==> config.mk <==
export PLATFORM = sky130hd
export DESIGN_NAME = uart_rx_core
export DESIGN_NICKNAME = d
export VERILOG_FILES = /design/src/rtl/uart_rx_core.sv
export SDC_FILE = /design/constraint.sdc
export NUM_CORES = 1
export LEC_CHECK = 0
export CAP_MARGIN = 20
export CORE_MARGIN = 2
export CORE_UTILIZATION = 51
export DETAILED_ROUTE_END_ITERATION = 6
export PLACE_DENSITY = 0.85
export RECOVER_POWER = 100
export SYNTH_ARGS = -nofsm -noshare
export SYNTH_HDL_FRONTEND = slang
export SYNTH_SLANG_ARGS = --single-unit
export TNS_END_PERCENT = 20
==> constraint.sdc <==
create_clock -name CLK -period 1.53 [get_ports CLK]
set_input_delay 0.153 -clock CLK [delete_from_list [all_inputs] [get_ports CLK]]
set_output_delay 0.153 -clock CLK [all_outputs]
set_load 0.02 [all_outputs]
==> src/rtl/uart_rx_core.sv <==
// UART receive engine: configurable width/parity/stop bits, 3-sample majority vote per bit,
// parity and framing error flags published together with each received word.
module uart_rx_core #(
    parameter int CLKS_PER_BIT = 434,
    parameter int DATA_BITS    = 8,
    parameter int PARITY_MODE  = 0,
    parameter int STOP_BITS    = 1
) (
    input  logic                 CLK,
    input  logic                 RSTn,
    input  logic                 RX_Pin_In,
    input  logic                 RX_En_Sig,
    output logic [DATA_BITS-1:0] RX_Data,
    output logic                 RX_Done_Sig,
    output logic                 RX_Parity_Err,
    output logic                 RX_Frame_Err,
    output logic                 RX_Busy
);
    // state  | meaning
    // IDLE   | wait for enabled falling edge      START  | validate start bit
    // DATA   | shift in data bits LSB first       PARITY | check parity bit
    // STOP   | check stop bit(s)                  DONE   | publish word, one cycle
    typedef enum logic [2:0] {IDLE, START, DATA, PARITY, STOP, DONE} state_t;

    localparam int            CW        = $clog2(CLKS_PER_BIT);
    localparam int            H         = CLKS_PER_BIT / 2;
    localparam logic [CW-1:0] CNT_LAST  = CW'(CLKS_PER_BIT - 1);
    localparam logic [CW-1:0] CNT_S0    = CW'(H - 1);
    localparam logic [CW-1:0] CNT_S1    = CW'(H);
    localparam logic [CW-1:0] CNT_VOTE  = CW'(H + 1);
    localparam logic [2:0]    BIT_LAST  = 3'(DATA_BITS - 1);
    localparam logic          STOP_LAST = 1'(STOP_BITS - 1);
    localparam logic          ODD       = (PARITY_MODE == 1);

    state_t                 state, state_next;
    logic                   sync1, sync2, sync_prev;
    logic [CW-1:0]          baud_cnt;
    logic [2:0]             bit_cnt;
    logic                   stop_cnt;
    logic                   samp0, samp1;
    logic [DATA_BITS-1:0]   shreg;
    logic                   par_err_q, frm_err_q;
    logic                   fall, vote, at_vote, at_wrap, exp_par;

    assign fall    = sync_prev & ~sync2;
    assign vote    = (samp0 & samp1) | (samp0 & sync2) | (samp1 & sync2);
    assign at_vote = (baud_cnt == CNT_VOTE);
    assign at_wrap = (baud_cnt == CNT_LAST);
    assign exp_par = (^shreg) ^ ODD;
    assign RX_Busy = (state != IDLE);

    always_comb begin
        state_next = state;
        case (state)
            IDLE:    if (fall && RX_En_Sig) state_next = START;
            START: begin
                if (at_vote && vote)  state_next = IDLE;
                else if (at_wrap)     state_next = DATA;
            end
            DATA: begin
                if (at_wrap && bit_cnt == BIT_LAST)
                    state_next = (PARITY_MODE != 0) ? PARITY : STOP;
            end
            PARITY:  if (at_wrap) state_next = STOP;
            // The final stop bit ends at its vote so the next start edge is never missed.
            STOP:    if (at_vote && stop_cnt == STOP_LAST) state_next = DONE;
            DONE:    state_next = IDLE;
            default: state_next = IDLE;
        endcase
    end

    always_ff @(posedge CLK) begin
        if (!RSTn) begin
            sync1         <= 1'b1;
            sync2         <= 1'b1;
            sync_prev     <= 1'b1;
            state         <= IDLE;
            baud_cnt      <= '0;
            bit_cnt       <= '0;
            stop_cnt      <= 1'b0;
            samp0         <= 1'b0;
            samp1         <= 1'b0;
            shreg         <= '0;
            par_err_q     <= 1'b0;
            frm_err_q     <= 1'b0;
            RX_Data       <= '0;
            RX_Done_Sig   <= 1'b0;
            RX_Parity_Err <= 1'b0;
            RX_Frame_Err  <= 1'b0;
        end else begin
            sync1       <= RX_Pin_In;
            sync2       <= sync1;
            sync_prev   <= sync2;
            state       <= state_next;
            RX_Done_Sig <= (state_next == DONE);

            if (state == IDLE) begin
                // The edge-detect cycle counts as baud count 0 of the start bit.
                baud_cnt  <= (state_next == START) ? CW'(1) : '0;
                bit_cnt   <= '0;
                stop_cnt  <= 1'b0;
                par_err_q <= 1'b0;
                frm_err_q <= 1'b0;
            end else begin
                baud_cnt <= at_wrap ? '0 : baud_cnt + CW'(1);
                if (baud_cnt == CNT_S0) samp0 <= sync2;
                if (baud_cnt == CNT_S1) samp1 <= sync2;
                if (at_vote) begin
                    case (state)
                        DATA:    shreg <= {vote, shreg[DATA_BITS-1:1]};
                        PARITY:  par_err_q <= vote ^ exp_par;
                        STOP:    if (!vote) frm_err_q <= 1'b1;
                        default: ;
                    endcase
                end
                if (at_wrap) begin
                    if (state == DATA)
                        bit_cnt <= (bit_cnt == BIT_LAST) ? 3'd0 : bit_cnt + 3'd1;
                    if (state == STOP)
                        stop_cnt <= stop_cnt + 1'b1;
                end
            end

            if (state_next == DONE) begin
                RX_Data       <= shreg;
                RX_Parity_Err <= par_err_q;
                RX_Frame_Err  <= frm_err_q | ~vote;
            end
        end
    end
endmodule

* Word level (Yosys, flattened, before mapping) *
Cells that the tools add are included.

operators by class
  reduce and logical (&&, ||, !) cells = 15
  equal/unequal tests = 11
  mux-type cells = 11
  bitwise operators = 13
  $add $sub $neg = 3

operator list
  kind                   count
  $eq A9 B8 Y1 const B   3
  $mux W3                7
  $mux W9                2
  $pmux W3 S5            1
  $reduce_and A2 Y1      5
  $add A9 B1 Y9 const B  1
  $eq A3 B3 Y1 const B   3
  $eq A9 B9 Y1 const B   1
  $reduce_xor A8 Y1      1
  $eq A3 B1 Y1 const B   2
  $eq A3 B2 Y1 const B   2
  $reduce_and A3 Y1      2
  $not A1 Y1             5
  $and A1 B1 Y1          4
  $logic_and A1 B1 Y1    4
  $add A3 B1 Y3 const B  1
  $logic_not A3 Y1       1
  $or A1 B1 Y1           3
  $reduce_bool A3 Y1     1
  $reduce_or A2 Y1       1
  $add A1 B1 Y1 const B  1
  $mux W1                1
  $xor A1 B1 Y1          1

storage, ports and cells
  output and inout port bits = 12
  flip-flop bits (word level) = 42
  logic and storage cells = 69
  bits of input ports = 4

* Logic depth before layout (Yosys ltp) *
Gate-level depths: netlist (run 1).

  word-level depth = 9
  depth in mapped cells = 7
  gate-level depth less buffers = 7

* Worst setup path after synthesis (run 1) *
OpenSTA, ideal clock, no wires.

  kind = flip-flop to flip-flop
  start = register state[0]
  end = register baud_cnt[2]
  setup time = 0.115 ns
  data arrival time = 1.445 ns
  clock period less this slack = 1.561 ns
  required time = 1.415 ns
  slack = -0.031 ns
  stages on the path, launching flop included = 7
  path buffers = 2
  cell sequence = dfxtp_1 buf_2 or3_1 nand2_1 or2_2 buf_2 nor2_1

on the way
  longest elaborated chain between the ends = 2

RTL lines
  element                   RTL line  text
  start: declaration        35        state_t state, state_next;
  start signal: assignment  94        state <= state_next;
  $logic_not A3 Y1          97        if (state == IDLE) begin
  $mux W9                   97
  end signal: assignment    99        baud_cnt <= (state_next == START) ? CW'(1) : '0;
  end signal: assignment    105       baud_cnt <= at_wrap ? '0 : baud_cnt + CW'(1);
  end: declaration          37        logic [CW-1:0] baud_cnt;

Every way passes these cells.
A chain may end at the register's enable or synchronous reset.

* Worst setup path in the final report (run 1) *
  start = register baud_cnt[0]
  end = register bit_cnt[0]

on the way
  longest elaborated chain between the ends = 2

RTL lines
  element                             RTL line  text
  $eq A9 B9 Y1                        48        assign at_wrap = (baud_cnt == CNT_LAST);
  $reduce_and A2 Y1 (no source line)  n/a
  end signal: assignment              118       bit_cnt <= (bit_cnt == BIT_LAST) ? 3'd0 : bit_cnt + 3'd1;
  end: declaration                    38        logic [2:0] bit_cnt;

Every way passes these cells.

==> run_results.csv, run 1 <==
group,metric,value,unit
worst_hold_path,worstHoldPathType,"in -> reg",
routing,wl,3.849,mm
critical_path,worstPathMaxFanout,5,
flow_run,maxCapViolations,0,
synthesis,synth.avg_cell_area,8.659,µm²
power,combPwrFrac,2.6,%
critical_path,critPathLaunchType,"register",
floorplan,start_util,54.25,%
synthesis,synth_edf_count,0,
routing,vias_per_cell,5.184,
global_route,met1_usage,26.33,%
routing,first_pass_iters,5,
power,intPower,1.466,mW
synthesis,yosysSeqAreaShare,45.37,%
routing,ant_nets,0,
power,vdd_drop_max,0.9237,mV
worst_hold_path,hp-start,"RX_Pin_In",
floorplan,die_h,64.28,µm
synthesis,mappedNetlistNets,224,
routing,drc,0,
timing,skew,0.007090,ns
synthesis,synth_flop_cell,"dfxtp_1",
floorplan,die_w,64.28,µm
place,io_buffers,15,
power,power.share.clock,37.3,%
power,switchingPower,0.3642,mW
cells_and_area,drive_gt1_share,23.94,%
global_route,grt_pass1_vias,1503,
critical_path,ff2ff_setup_slack,0.02,ns
global_route,grt_first_pass_wirelength,6.534,mm
critical_path,crit_path_start,"baud_cnt[0]",
clocking,clk_latency,0.33,ns
clocking,cts_buffer_depth,2,
synthesis,syn-instance-count,214,
critical_path,reg2reg_depth,6,
cells_and_area,fin_area,2371,µm²
synthesis,yosysWarnings,0,
cells_and_area,layout.cells.non_filler,305,
global_route,met3_usage,4.930,%
synthesis,ys_ff_latch,42,
critical_path,path_class,"reg -> reg",
clocking,htreeDepth,2,
synthesis,ys_types,36,
global_route,overflow,0,
global_route,top_usage_layer,"met2",
place,placedCellCount,292,
power,total_power,1.830,mW
power,powerDensity,771.8,nW/µm²
run_status,status,"finished clean",
global_route,grt_use_met2,32.94,%
timing,post-route-period-util,98.44,%
synthesis,async_flop_share,0,%
clocking,clk_pin_slew,0.12,ns
place,dp_hpwl,2.721,mm
routing,routedWlPerCell,12.62,µm
cells_and_area,syn_to_final_growth,27.95,%
synthesis,syn_area,1853,µm²
floorplan,core,3416,µm²
power,netSwitchingFraction,19.90,%
routing,vias,1581,
clocking,cts.hold.buffers_added,0,
floorplan,ioPinCount,16,
clocking,cts-buffers-inserted,5,
global_route,grt_start_max_net_pins,14,
timing,fin_crit,1.506,ns
power,p_leak,0.8884,nW
global_route,gr-usage-all-layers,20.27,%
timing,slew_viol_final,0,
place,dpl_cell_area,2201,µm²
timing,setup_viol,0,
critical_path,end_kind,"register",
cells_and_area,final_cell_mix,"dfxtp_1 (36), nand2_1 (36), nor2_1 (26), buf_4 (26), a21oi_1 (19)",
power,seqPwrFrac,60.1,%
global_route,antenna_found_initial,0,
timing,rsz0062_at_grt,"yes",
floorplan,rows,21,
clocking,cts-root-buf,"clkbuf_4",
cells_and_area,nNetsFinal,268,
place,gp_congestion,0.8120,
cells_and_area,num_antenna_cells,0,
timing,worst_pin_slew,0.3300,ns
floorplan,fp.dieArea,4131,µm²
critical_path,worstPathRequired,1.80,ns
clocking,cts_sinks,42,
timing,fmaxAchievable,663.9,MHz
routing,drtIter0Drc,87,
critical_path,rr_endpoint,"bit_cnt[0]",
critical_path,cp-endpoint,"bit_cnt[0]",
critical_path,worstReg2RegStart,"baud_cnt[0]",
timing,hold_viol,0,
clocking,cts_tree,"built",
critical_path,arrival,1.78,ns
timing,max_slew_margin,77.76,%
layer usage:
layer	vias to the layer above	routed length, µm
met4	0	19
met3	2	127
met1	741	1877
met5	-	0
li1	809	-
met2	29	1824
cell type report:
class / count / area, µm²
clock buffer: 7 / 45.04
clock inverter: 1 / 30.03
fill: 258 / 1045
inverter: 4 / 15.01
multi-input combinational: 161 / 1008
sequential: 42 / 848.3
tap: 46 / 57.56
timing repair buffer: 44 / 366.6
how the worst min path moves through the flow:
stage / to / slack [ns] / cells after the start
final: sync1 / 0.37 / 2
after global routing: sync1 / 0.36 / 2
after CTS: sync1 / 0.36 / 2
after detailed placement: sync2 / 0.39 / 1
after global placement: sync2 / 0.39 / 1
after floorplan: sync1 / 0.23 / 1
Yosys cell counts (2+ instances only):
library cell / count / share of area (%)
mux2i_1: 4 / 2.2
xnor2_1: 10 / 4.7
nand2_1: 37 / 7.5
nand2_2: 2 / 0.68
dfxtp_1: 42 / 45
nand3_1: 16 / 4.3
nor2_2: 2 / 0.68
a21oi_1: 20 / 5.4
xor2_1: 4 / 1.9
ha_1: 6 / 4.1
nor3_1: 5 / 1.4
nor2_1: 26 / 5.3
clkbuf_1: 2 / 0.41
buf_2: 3 / 0.81
o21ai_0: 3 / 0.81
inv_1: 4 / 0.81
or3_1: 3 / 1.0
and3_1: 2 / 0.68
nand2b_1: 4 / 1.4
buf_6: 2 / 1.2
o21a_1: 2 / 0.81
timing repair:
action                                  4_1_cts  5_1_grt
buffers inserted                              0        5
gates resized for setup                       5       21
pin swaps                                     0        4
endpoints found under the setup margin        8       34
hold endpoints to repair                      0        0
worst max-delay path, stage by stage (launching register included):
cell       delay, ns
dfxtp_2         0.41
ha_4            0.15
nand4bb_1       0.17
nor2_4          0.20
nand2_2         0.06
or3_1           0.31
a21oi_1         0.14
sequential cells by signal, indices dropped and copies added (netlist names), 3 cells and up:
| name | count |
|---|---|
| state | 3 |
| bit_cnt | 3 |
| baud_cnt | 9 |
| shreg | 8 |
| RX_Data | 8 |
per-stage QoR:
stage          hold slack [ns]  setup TNS [ns]  util (%)  setup slack [ns]
5_1_grt                 0.3637         -0.1156     69.41          -0.02550
3_3_place_gp            0.3894               0     64.43           0.03294
3_5_place_dp            0.3940        -0.04693     64.43          -0.03342
4_1_cts                 0.3630        -0.06567     66.85          -0.04095
2_1_floorplan           0.2260               0         -           0.04813
6_report                0.3722               0     69.41           0.02385
power groups by stage:
stage | logic [mW] | registers [mW] | clock network [mW]
finish | 0.0470 | 1.10 | 0.682
detailed placement | 0.0451 | 1.12 | 0
CTS | 0.0455 | 1.10 | 0.694
global route | 0.0517 | 1.10 | 0.743
global placement | 0.0445 | 1.12 | 0
floorplan | 0.0207 | 1.12 | 0
cells by family (layout without fill, tap and decap cells):
kind of cell / count (synthesis) / count (layout) / share of synthesized area, %
fa+ha+maj: 6 / 6 / 4.051
xor+xnor: 15 / 15 / 7.832
buf+inv: 11 / 56 / 3.241
compound gates: 29 / 29 / 9.183
mux: 4 / 4 / 2.161
simple gates: 107 / 107 / 28.16
flops: 42 / 42 / 45.37
Power figures use the tool's default switching activity.
==> run 2, diff against run 1 <==
Settings changed: CAP_MARGIN 20 to unset, RECOVER_POWER 100 to unset.
==> run 2 against run 1 <==
Net effect: non-clock buffer count stayed put; global-route usage stayed put; maximum frequency is 0.26% lower; worst hold slack worse by 0.0035 ns; cell area is 0.16% higher; clock-buffer cell count stayed put; sequential share of layout area is 0.057 points lower; combinational power is 1% higher; clock power hardly changed; first-iteration DRC count is 5.7% higher; critical path depth stayed put.
==> run_results.csv, run 2 (synthesis gave the netlist of run 1 again) <==
group,metric,value,unit
clocking,cts.hold.buffers_added,0,
critical_path,ff2ff_setup_slack,0.02,ns
place,dp_hpwl,2.721,mm
cells_and_area,layout.core_utilization,69.52,%
cells_and_area,num_antenna_cells,0,
cells_and_area,syn_to_final_growth,28.16,%
clocking,clk_latency,0.33,ns
floorplan,ioPinCount,16,
cells_and_area,layout.cells.non_filler,305,
global_route,grt_pass1_vias,1503,
power,total_power,1.832,mW
critical_path,path_class,"reg -> reg",
clocking,clk_pin_slew,0.12,ns
clocking,cts-root-buf,"clkbuf_4",
floorplan,die_h,64.28,µm
timing,slew_viol_final,0,
cells_and_area,largest_reg_flops,9,
global_route,antenna_found_initial,0,
timing,worst_pin_slew,0.3240,ns
cells_and_area,nNetsFinal,268,
routing,first_pass_iters,4,
timing,rsz0062_at_grt,"yes",
floorplan,rows,21,
power,powerDensity,771.6,nW/µm²
critical_path,worstPathMaxFanout,5,
clocking,cts-buffers-inserted,5,
floorplan,die_w,64.28,µm
critical_path,worstPathRequired,1.80,ns
global_route,grt_start_max_net_pins,14,
clocking,cts_buffer_depth,2,
clocking,cts_tree,"built",
critical_path,reg2reg_depth,6,
cells_and_area,seqCellArea,848.3,µm²
place,dp_slack,-0.03342,ns
timing,setup_ws,0.01985,ns
flow_run,maxCapViolations,0,
place,placedCellCount,292,
timing,fmaxAchievable,662.2,MHz
timing,max_slew_margin,78.17,%
timing,skew,0.005668,ns
cells_and_area,largest_register,"baud_cnt",
worst_hold_path,hp-start,"RX_Pin_In",
place,gp_congestion,0.8120,
floorplan,fp.dieArea,4131,µm²
critical_path,end_kind,"register",
clocking,cts_sinks,42,
cells_and_area,drive_gt1_share,24.32,%
floorplan,start_util,54.25,%
global_route,gr-usage-all-layers,20.27,%
critical_path,critPathLaunchType,"register",
routing,drtIter0Drc,92,
run_status,status,"finished clean",
routing,ant_nets,0,
routing,vias,1582,
routing,drc,0,
cells_and_area,top_regs,"baud_cnt x9, RX_Data x8, shreg x8",
cells_and_area,fill_cells,256,
routing,vias_per_cell,5.187,
critical_path,worstReg2RegStart,"baud_cnt[0]",
timing,fin_crit,1.510,ns
timing,post-route-period-util,98.70,%
power,p_leak,0.8915,nW
critical_path,arrival,1.78,ns
timing,setup_viol,0,
power,vdd_drop_max,0.9218,mV
routing,routedWlPerCell,12.56,µm
worst_hold_path,worstHoldPathType,"in -> reg",
global_route,grt_first_pass_wirelength,6.534,mm
critical_path,rr_endpoint,"bit_cnt[0]",
global_route,overflow,0,
cells_and_area,multi_input_area,1008,µm²
worst_hold_path,whs_path_depth,2,
clocking,htreeDepth,2,
place,io_buffers,15,
routing,wl,3.831,mm
cells_and_area,final_cell_mix,"dfxtp_1 (36), nand2_1 (36), buf_4 (27), nor2_1 (26), a21oi_1 (19)",
timing,hold_viol,0,
floorplan,core,3416,µm²
worst_hold_path,holdPathEnd,"sync1",
run 2: layout make-up:
class,instances,area share [%]
Multi-Input combinational cell,161,42.47
Inverter,4,0.6322
Tap cell,46,2.424
Clock buffer,7,1.897
Sequential cell,42,35.72
Timing Repair Buffer,44,15.60
Clock inverter,1,1.264
run 2: power breakdown:
group	leakage, nW	total, mW	internal (mW)	switching (mW)
combinational	0.510	0.0477	0.0225	0.0253
clock	0.0395	0.684	0.347	0.337
sequential	0.342	1.10	1.10	0.00338
run 2: timing repair:
item / CTS / global route
setup endpoints to repair: 8 / 34
resized for setup: 5 / 21
setup buffers: 0 / 5
pin swaps: 0 / 4
run 2: worst max path at each step:
| stage | start | endpoint | slack [ns] | depth (start not counted) |
|---|---|---|---|---|
| after CTS | baud_cnt[1] | bit_cnt[0] | -0.04 | 7 |
| after floorplan | baud_cnt[1] | bit_cnt[0] | 0.05 | 7 |
| after global placement | baud_cnt[3] | RX_Data[5] | 0.03 | 6 |
| final | baud_cnt[0] | bit_cnt[0] | 0.02 | 6 |
| after global routing | baud_cnt[2] | RX_Data[2] | -0.03 | 6 |
| after detailed placement | baud_cnt[0] | RX_Frame_Err | -0.03 | 7 |
run 2: metal layers:
metal  track usage [%]  part of all wire, %  wire length [µm]
met5                 0                    0                 0
met4             6.915                 0.50                19
met3             4.930                  4.7               179
met2             32.94                   47              1797
met1             26.33                   48              1835
run 2: stage by stage:
| step | setup TNS, ns | hold slack [ns] | cell area, µm² |
|---|---|---|---|
| finish | 0 | 0.3687 | 2375 |
| global route | -0.1156 | 0.3637 | 2375 |
| CTS | -0.06567 | 0.3630 | 2283 |
| detailed placement | -0.04693 | 0.3940 | 2201 |
| global placement | 0 | 0.3894 | 2201 |
| floorplan | 0 | 0.2260 | 1858 |
run 2: worst max-delay path, cell delays in order, from the launching register on:
cell and delay, ns:
dfxtp_2 0.41, ha_4 0.15, nand4bb_1 0.17, nor2_4 0.20, nand2_2 0.06, or3_1 0.31, a21oi_1 0.14
